--- src/rtl/mmio_uart_tx_if.sv ---
// mmio_uart_tx_if
//   Data-bus bundle between the RV32 core (master) and the memory-mapped
//   UART transmitter (slave).
//   mem_addr   : bus byte address
//   mem_wdata  : write data, only [7:0] is consumed by the UART
//   m_write_en : one-cycle write strobe
//   m_read_en  : one-cycle read strobe
//   mem_rdata  : registered read data returned by the slave
interface mmio_uart_tx_if;
  logic [31:0] mem_addr;
  logic [31:0] mem_wdata;
  logic        m_write_en;
  logic        m_read_en;
  logic [31:0] mem_rdata;

  modport master (
    output mem_addr, mem_wdata, m_write_en, m_read_en,
    input  mem_rdata
  );

  modport slave (
    input  mem_addr, mem_wdata, m_write_en, m_read_en,
    output mem_rdata
  );
endinterface

--- src/rtl/mmio_uart_tx.sv ---
// mmio_uart_tx
//   Memory-mapped byte-output peripheral. CPU writes to ADDR_DATA are queued
//   in a DEPTH-entry FIFO and serialised as 8N1 frames on tx (CLK_DIV clocks
//   per bit). ADDR_STAT reads return {27'b0, ovf, full, empty, busy,
//   frame_active} and clear the sticky overflow flag.
//
// Ports
//   clk         : single clock
//   rst         : asynchronous active-high reset
//   bus         : mmio_uart_tx_if.slave (address, write data, strobes, rdata)
//   out_byte    : byte being launched, held until the next launch
//   out_byte_en : one-cycle launch strobe
//   tx          : UART serial output, idle high
//   busy        : FIFO non-empty or frame in progress
//
// Configuration
//   OUT_BYTE_TAP_EN : when defined, out_byte/out_byte_en drive the
//                     logic-analyzer tap; when undefined both are tied low.
module mmio_uart_tx #(
  parameter logic [31:0] ADDR_DATA = 32'h8000_0000,
  parameter logic [31:0] ADDR_STAT = 32'h8000_0004,
  parameter int unsigned DEPTH     = 16,
  parameter int unsigned CLK_DIV   = 234
) (
  input  logic               clk,
  input  logic               rst,
  mmio_uart_tx_if.slave      bus,
  output logic [7:0]         out_byte,
  output logic               out_byte_en,
  output logic               tx,
  output logic               busy
);

  localparam int unsigned PW = $clog2(DEPTH);
  localparam int unsigned BW = $clog2(CLK_DIV);

  localparam logic [PW:0]   CNT_ZERO  = (PW+1)'(0);
  localparam logic [PW:0]   CNT_ONE   = (PW+1)'(1);
  localparam logic [PW:0]   CNT_FULL  = (PW+1)'(DEPTH);
  localparam logic [PW-1:0] PTR_ONE   = PW'(1);
  localparam logic [BW-1:0] BAUD_ZERO = BW'(0);
  localparam logic [BW-1:0] BAUD_ONE  = BW'(1);
  localparam logic [BW-1:0] BAUD_LAST = BW'(CLK_DIV - 1);

  typedef enum logic [1:0] {
    S_IDLE  = 2'd0,
    S_START = 2'd1,
    S_DATA  = 2'd2,
    S_STOP  = 2'd3
  } state_e;

  state_e          state_q, state_d;
  logic [BW-1:0]   baud_q, baud_d;
  logic [2:0]      bit_q, bit_d;
  logic [7:0]      shift_q, shift_d;
  logic            tx_q, tx_d;
  logic            busy_q, busy_d;
  logic            ovf_q, ovf_d;
  logic [31:0]     rdata_q, rdata_d;
  logic [PW-1:0]   wr_ptr_q, wr_ptr_d;
  logic [PW-1:0]   rd_ptr_q, rd_ptr_d;
  logic [PW:0]     count_q, count_d;
  logic [7:0]      mem_q [DEPTH];

  logic            wr_hit_s;
  logic            stat_hit_s;
  logic            pop_s;
  logic            push_s;
  logic            ovf_evt_s;
  logic            baud_done_s;
  logic            frame_active_s;
  logic            full_s;
  logic            empty_s;
  logic [31:0]     status_s;
  logic            unused_wdata_s;

  assign unused_wdata_s = ^bus.mem_wdata[31:8];

  assign wr_hit_s       = bus.m_write_en && (bus.mem_addr == ADDR_DATA);
  assign stat_hit_s     = bus.m_read_en && (bus.mem_addr == ADDR_STAT);
  assign full_s         = (count_q == CNT_FULL);
  assign empty_s        = (count_q == CNT_ZERO);
  assign frame_active_s = (state_q != S_IDLE);
  assign pop_s          = (state_q == S_IDLE) && !empty_s;
  // A full FIFO still accepts the write when the head leaves in the same cycle.
  assign push_s         = wr_hit_s && (!full_s || pop_s);
  assign ovf_evt_s      = wr_hit_s && !push_s;
  assign baud_done_s    = (baud_q == BAUD_LAST);
  assign status_s       = {27'd0, ovf_q, full_s, empty_s, busy_q, frame_active_s};

  // FIFO pointer and occupancy next-state
  always_comb begin
    wr_ptr_d = wr_ptr_q;
    rd_ptr_d = rd_ptr_q;
    count_d  = count_q;
    if (push_s) begin
      wr_ptr_d = wr_ptr_q + PTR_ONE;
    end else begin
      wr_ptr_d = wr_ptr_q;
    end
    if (pop_s) begin
      rd_ptr_d = rd_ptr_q + PTR_ONE;
    end else begin
      rd_ptr_d = rd_ptr_q;
    end
    case ({push_s, pop_s})
      2'b10:   count_d = count_q + CNT_ONE;
      2'b01:   count_d = count_q - CNT_ONE;
      default: count_d = count_q;
    endcase
  end

  // Transmit FSM next-state, baud counter and shift register
  always_comb begin
    state_d = state_q;
    baud_d  = baud_q;
    bit_d   = bit_q;
    shift_d = shift_q;
    case (state_q)
      S_IDLE: begin
        if (pop_s) begin
          shift_d = mem_q[rd_ptr_q];
          baud_d  = BAUD_ZERO;
          state_d = S_START;
        end else begin
          state_d = S_IDLE;
        end
      end
      S_START: begin
        if (baud_done_s) begin
          baud_d  = BAUD_ZERO;
          bit_d   = 3'd0;
          state_d = S_DATA;
        end else begin
          baud_d  = baud_q + BAUD_ONE;
        end
      end
      S_DATA: begin
        if (baud_done_s) begin
          baud_d  = BAUD_ZERO;
          shift_d = {1'b0, shift_q[7:1]};
          if (bit_q == 3'd7) begin
            state_d = S_STOP;
          end else begin
            bit_d = bit_q + 3'd1;
          end
        end else begin
          baud_d = baud_q + BAUD_ONE;
        end
      end
      S_STOP: begin
        if (baud_done_s) begin
          baud_d  = BAUD_ZERO;
          state_d = S_IDLE;
        end else begin
          baud_d  = baud_q + BAUD_ONE;
        end
      end
      default: begin
        baud_d  = BAUD_ZERO;
        state_d = S_IDLE;
      end
    endcase
  end

  // Registered line level follows the state being entered, so tx changes
  // on the same edge as the state register.
  always_comb begin
    case (state_d)
      S_START: tx_d = 1'b0;
      S_DATA:  tx_d = shift_d[0];
      default: tx_d = 1'b1;
    endcase
    busy_d = (state_d != S_IDLE) || (count_d != CNT_ZERO);
  end

  // Bus read data and sticky overflow next-state
  always_comb begin
    rdata_d = rdata_q;
    ovf_d   = ovf_q;
    if (bus.m_read_en) begin
      rdata_d = stat_hit_s ? status_s : 32'd0;
    end else begin
      rdata_d = rdata_q;
    end
    // An overflow in the clearing cycle wins over the clear.
    if (ovf_evt_s) begin
      ovf_d = 1'b1;
    end else if (stat_hit_s) begin
      ovf_d = 1'b0;
    end else begin
      ovf_d = ovf_q;
    end
  end

  // Control state registers
  always_ff @(posedge clk or posedge rst) begin
    if (rst) begin
      state_q  <= S_IDLE;
      baud_q   <= BAUD_ZERO;
      bit_q    <= 3'd0;
      shift_q  <= 8'd0;
      tx_q     <= 1'b1;
      busy_q   <= 1'b0;
      ovf_q    <= 1'b0;
      rdata_q  <= 32'd0;
      wr_ptr_q <= PW'(0);
      rd_ptr_q <= PW'(0);
      count_q  <= CNT_ZERO;
    end else begin
      state_q  <= state_d;
      baud_q   <= baud_d;
      bit_q    <= bit_d;
      shift_q  <= shift_d;
      tx_q     <= tx_d;
      busy_q   <= busy_d;
      ovf_q    <= ovf_d;
      rdata_q  <= rdata_d;
      wr_ptr_q <= wr_ptr_d;
      rd_ptr_q <= rd_ptr_d;
      count_q  <= count_d;
    end
  end

  // FIFO storage; contents are don't-care once the pointers are reset
  always_ff @(posedge clk) begin
    if (push_s) begin
      mem_q[wr_ptr_q] <= bus.mem_wdata[7:0];
    end
  end

`ifdef OUT_BYTE_TAP_EN
  logic       launch_d;
  logic [7:0] head_s;
  logic       out_byte_en_q;
  logic [7:0] out_byte_q;

  // The strobe is registered one cycle early: it is raised for the IDLE
  // cycle in which the head will be popped. When the FIFO is empty the
  // head can only be the byte being written right now.
  assign launch_d = (state_d == S_IDLE) && (count_d != CNT_ZERO);
  assign head_s   = empty_s ? bus.mem_wdata[7:0] : mem_q[rd_ptr_q];

  // Launch tap registers
  always_ff @(posedge clk or posedge rst) begin
    if (rst) begin
      out_byte_en_q <= 1'b0;
      out_byte_q    <= 8'd0;
    end else begin
      out_byte_en_q <= launch_d;
      if (launch_d) begin
        out_byte_q <= head_s;
      end
    end
  end

  assign out_byte_en = out_byte_en_q;
  assign out_byte    = out_byte_q;
`else
  assign out_byte_en = 1'b0;
  assign out_byte    = 8'd0;
`endif

  assign tx            = tx_q;
  assign busy          = busy_q;
  assign bus.mem_rdata = rdata_q;

endmodule

--- src/flat_wrapper.sv ---
// flat-port wrapper written by rule: the top's interface ports become plain ports
module mmio_uart_tx_flat 
#(
  parameter logic [31:0] ADDR_DATA = 32'h8000_0000,
  parameter logic [31:0] ADDR_STAT = 32'h8000_0004,
  parameter int unsigned DEPTH     = 16,
  parameter int unsigned CLK_DIV   = 234
)
  (clk, rst, out_byte, out_byte_en, tx, busy, bus_mem_addr, bus_mem_wdata, bus_m_write_en, bus_m_read_en, bus_mem_rdata);
  mmio_uart_tx_if bus_i ();
  input  logic clk;
  input  logic rst;
  output logic [7:0] out_byte;
  output logic out_byte_en;
  output logic tx;
  output logic busy;
  input wire logic [$bits(bus_i.mem_addr)-1:0] bus_mem_addr;
  input wire logic [$bits(bus_i.mem_wdata)-1:0] bus_mem_wdata;
  input wire logic [$bits(bus_i.m_write_en)-1:0] bus_m_write_en;
  input wire logic [$bits(bus_i.m_read_en)-1:0] bus_m_read_en;
  output wire logic [$bits(bus_i.mem_rdata)-1:0] bus_mem_rdata;
  assign bus_i.mem_addr = bus_mem_addr;
  assign bus_i.mem_wdata = bus_mem_wdata;
  assign bus_i.m_write_en = bus_m_write_en;
  assign bus_i.m_read_en = bus_m_read_en;
  assign bus_mem_rdata = bus_i.mem_rdata;
  mmio_uart_tx #(.ADDR_DATA(ADDR_DATA), .ADDR_STAT(ADDR_STAT), .DEPTH(DEPTH), .CLK_DIV(CLK_DIV)) u_core (.clk(clk), .rst(rst), .bus(bus_i), .out_byte(out_byte), .out_byte_en(out_byte_en), .tx(tx), .busy(busy));
endmodule
--- config.mk ---
export PLATFORM = sky130hd
export DESIGN_NAME = mmio_uart_tx_flat
export DESIGN_NICKNAME = d
export VERILOG_FILES = /design/src/rtl/mmio_uart_tx_if.sv /design/src/rtl/mmio_uart_tx.sv /design/src/flat_wrapper.sv
export SDC_FILE = /design/constraint.sdc
export NUM_CORES = 1
export LEC_CHECK = 0
export CAP_MARGIN = 20
export CORE_MARGIN = 5
export CORE_UTILIZATION = 50
export CTS_BUF_LIST = sky130_fd_sc_hd__clkbuf_4 sky130_fd_sc_hd__clkbuf_8
export DETAILED_ROUTE_END_ITERATION = 8
export PLACE_DENSITY = 0.73
export SLEW_MARGIN = 20
export SYNTH_ARGS = -nofsm -noshare
export SYNTH_HDL_FRONTEND = slang
export SYNTH_SLANG_ARGS = --single-unit
--- constraint.sdc ---
create_clock -name clk -period 7.06 [get_ports clk]
set_clock_uncertainty 0.05 [all_clocks]
set_input_delay 2.118 -clock clk [delete_from_list [all_inputs] [get_ports clk]]
set_output_delay 2.118 -clock clk [all_outputs]
set_load 0.05 [all_outputs]
==> flow_summary_export.csv <==
group,metric,value,unit
clock_network,postCtsSetupBuffers,0,
die,die_area,17500,µm²
layout,area_growth,13.1,%
yosys,syn-mean-instance-area,15.7,µm²
pwr,vdd_drop_max,189,µV
yosys,ys_async_sr_fraction,24.7,%
yosys,ys_ff_latch,170,
pwr,p_sw_share,24.3,%
outcome,status,"finished, final reports clean",
setup_path,crit_fanout,12,
layout,final_area,8460,µm²
setup_path,crit_arrival,5.63,ns
clock_network,clkSlewWorstSetupHoldPaths,0.09,ns
global_route,antenna_found_initial,0,
clock_network,h-tree-depth,4,
timing,fin_setup_tns,0,ns
pwr,net-switching-power,0.447,mW
pwr,clkPwrFrac,37.0,%
placed_design,pre_cts_ws,1.20,ns
pwr,p_leak,2.97,nW
timing,slew_viol_final,0,
timing,maxSlewHeadroom,40.7,%
detailed_routing,antenna_left,0,
placed_design,portBuffers,50,
setup_path,r2r_setup_slack,3.70,ns
placed_design,postPlaceCellArea,8060,µm²
timing,fin_ws,1.73,ns
setup_path,crit_chain,"clkdlybuf4s50_1 > nor4_1 > nand4_1 > nor4_4 > nor2_1 > ha_1 > a21o_1 > a21oi_1 > xnor2_1 > or4_1 > a211o_1",
yosys,synth_edf_count,128,
clock_network,cts_inserted_buffers,17,
setup_path,critical_path_buf_inv_count,1,
detailed_routing,drt_wl_total,14300,µm
placed_design,finalWeightedCongestion,0.808,
clock_network,root_buffer,"clkbuf_8",
global_route,grt_usage,16.7,%
timing,hold_slack,0.466,ns
clock_network,holdBufCountCts,0,
die,core_area,14600,µm²
die,fp-row-count,44,
global_route,grt_pass1_wl,22700,µm
setup_path,cpMaxStageDelayCell,"nor4_4",
timing,final-hold-violation-count,0,
setup_path,critical_path_class,"in2reg",
global_route,grt_max_degree,43,
die,die_h,132,µm
placed_design,hpwl,9750,µm
clock_network,insertion_delay,0.46,ns
timing,worstMarginPinSlew,0.883,ns
timing,setup_viol,0,
detailed_routing,vias,4115,
pwr,combinationalPowerShare,4.5,%
setup_path,crit_required,7.36,ns
pwr,powerDensity,217,nW/µm²
die,initial_core_util,51.3,%
timing,min_period,5.33,ns
yosys,synth.distinct_cells,43,
yosys,ys_warn_count,0,
setup_path,slowest_delay,0.64,ns
yosys,netlist_instances,477,
yosys,ys_seq_area_share,65.5,%
detailed_routing,first_pass_iters,5,
die,die_x,132,µm
layout,drive_gt1_share,16.6,%
die,top_level_ports,111,
worst_hold_path,hp-class,"reg2reg",
flow_run,cap_viol_max_count,0,
pwr,seq_power_share,58.5,%
timing,max_freq,187,MHz
pwr,intPower,1.39,mW
setup_path,critPathTopFamily,"simple AND/OR/NAND/NOR gates",
detailed_routing,wl_per_cell,19.6,µm
layout,antennaDiodeCount,0,
detailed_routing,routed_via_density,5.62,
timing,rsz0062_at_grt,"no",
global_route,grt_pass1_vias,4153,
yosys,syn-cell-area,7480,µm²
yosys,ys.flop_type,"edfxtp_1",
detailed_routing,drtIter0Drc,259,
clock_network,cts_buffer_depth,2,
timing,post-route-period-util,75.6,%
clock_network,clock-sinks,170,
setup_path,startpoint_type,"input pin",
global_route,grt_overflow,0,
clock_network,cts_resized,0,
layout,fin_nets,616,
layout,post-route-util,58.0,%
detailed_routing,drcViolationCount,0,
clock_network,cts_tree,"yes",
layout,fill_cells,1085,
setup_path,cp-end-kind,"register",
==> area by class of cell <==
cell class | count | area (µm²) | area share (%)
tap | 184 | 230 | 2.72
clock buffer | 17 | 234 | 2.77
timing repair buffer | 59 | 568 | 6.72
sequential | 170 | 4900 | 57.9
clock inverter | 15 | 163 | 1.92
inverter | 14 | 52.6 | 0.621
multi-input combinational | 273 | 2310 | 27.3
==> synthesized netlist by cell type, drive strengths merged (3+ instances only) <==
library cell | n | area [µm²]
a21o | 3 | 22.5
mux2 | 3 | 33.8
nand2b | 6 | 37.5
xnor2 | 13 | 114
a221o | 7 | 70.1
ha | 12 | 150
a22oi | 3 | 22.5
o22ai | 8 | 50.1
o21ai | 21 | 105
nand3 | 4 | 20.0
dfrtp | 41 | 1030
nand2 | 33 | 124
nand4 | 5 | 31.3
a21oi | 4 | 20.0
nor3 | 10 | 50.1
mux4 | 40 | 901
nor4 | 9 | 77.6
buf | 45 | 312
inv | 14 | 52.6
nor2b | 10 | 62.6
nor2 | 24 | 90.1
edfxtp | 128 | 3840
clkbuf | 10 | 37.5
==> stage by stage <==
| stage | cells | total power [mW] |
|---|---|---|
| after CTS | 732 | 1.85 |
| after global routing | 732 | 1.90 |
| after global placement | 700 | 1.18 |
| final | 732 | 1.84 |
| after detailed placement | 700 | 1.18 |
| after floorplan | 512 | 1.16 |
==> final timing paths <==
check	startpoint	endpoint	depth (start not counted)
max	bus_mem_addr[18]	u_core.busy	11
max reg2reg	u_core.count_q[1]	u_core.busy	10
min reg2reg	u_core.shift_q[1]	u_core.shift_q[1]	1
min in group asynchronous	rst	u_core.wr_ptr_q[3]	3
min	u_core.shift_q[1]	u_core.shift_q[1]	1
max in group asynchronous	rst	u_core.rd_ptr_q[0]	3
==> metal layers <==
layer	wire, µm	global-route usage (%)	vias to the layer above
met5	0	0	-
met4	146	5.37	0
met3	637	3.89	15
met2	7510	28.5	120
met1	6040	21.3	2108
li1	-	-	1872
==> logic make-up after synthesis <==
family	share of synthesized area, %
xor gates and xnor gates	1.64
buffers and inverters	5.37
AOI/OAI and AO/OA	4.89
other	0.0502
and+or+nand+nor	7.53
adders and majority gates	2.28
muxes	12.8
DFF	65.5
==> sequential cells by signal, indices dropped and copies added (netlist names) <==
signal and flops:
u_core.baud_q 8, u_core.bus.mem_rdata 5, u_core.shift_q 8, u_core.wr_ptr_q 4, u_core.mem_q 128, u_core.ovf_q 1
u_core.count_q 5, u_core.state_q 2, u_core.rd_ptr_q 4, u_core.bit_q 3, u_core.busy 1, u_core.tx 1
==> cells in the final DEF (no fill, tap or decap), types with 2 or more instances in the layout <==
master           instances
a211oi_1                 2
a21o_1                   3
a21oi_1                  4
a221o_1                  7
a22oi_1                  3
a31oi_1                  2
buf_4                    9
clkbuf_8                17
clkdlybuf4s50_1         50
clkinv_1                 2
clkinv_2                 2
clkinv_4                 3
clkinv_8                 2
conb_1                  36
dfrtp_1                 40
edfxtp_1               128
ha_1                    12
inv_1                   13
inv_6                    3
inv_8                    3
mux2_2                   3
mux2i_1                  2
mux4_2                  40
nand2_1                 33
nand2b_1                 6
nand3_1                  4
nand4_1                  5
nor2_1                  24
nor2b_1                 10
nor3_1                  10
nor4_1                   7
nor4b_2                  2
o21a_1                   2
o21ai_0                 21
o22ai_1                  8
o31ai_1                  2
or2_2                    2
or4_1                    2
xnor2_1                 13
==> power by group through the flow <==
stage	clock, mW	sequential, mW	combinational, mW
CTS	0.693	1.07	0.0828
detailed placement	0	1.10	0.0828
global placement	0	1.10	0.0807
floorplan	0	1.10	0.0619
finish	0.680	1.07	0.0829
global route	0.739	1.08	0.0874
No activity file was read; power rests on OpenSTA's default activity.
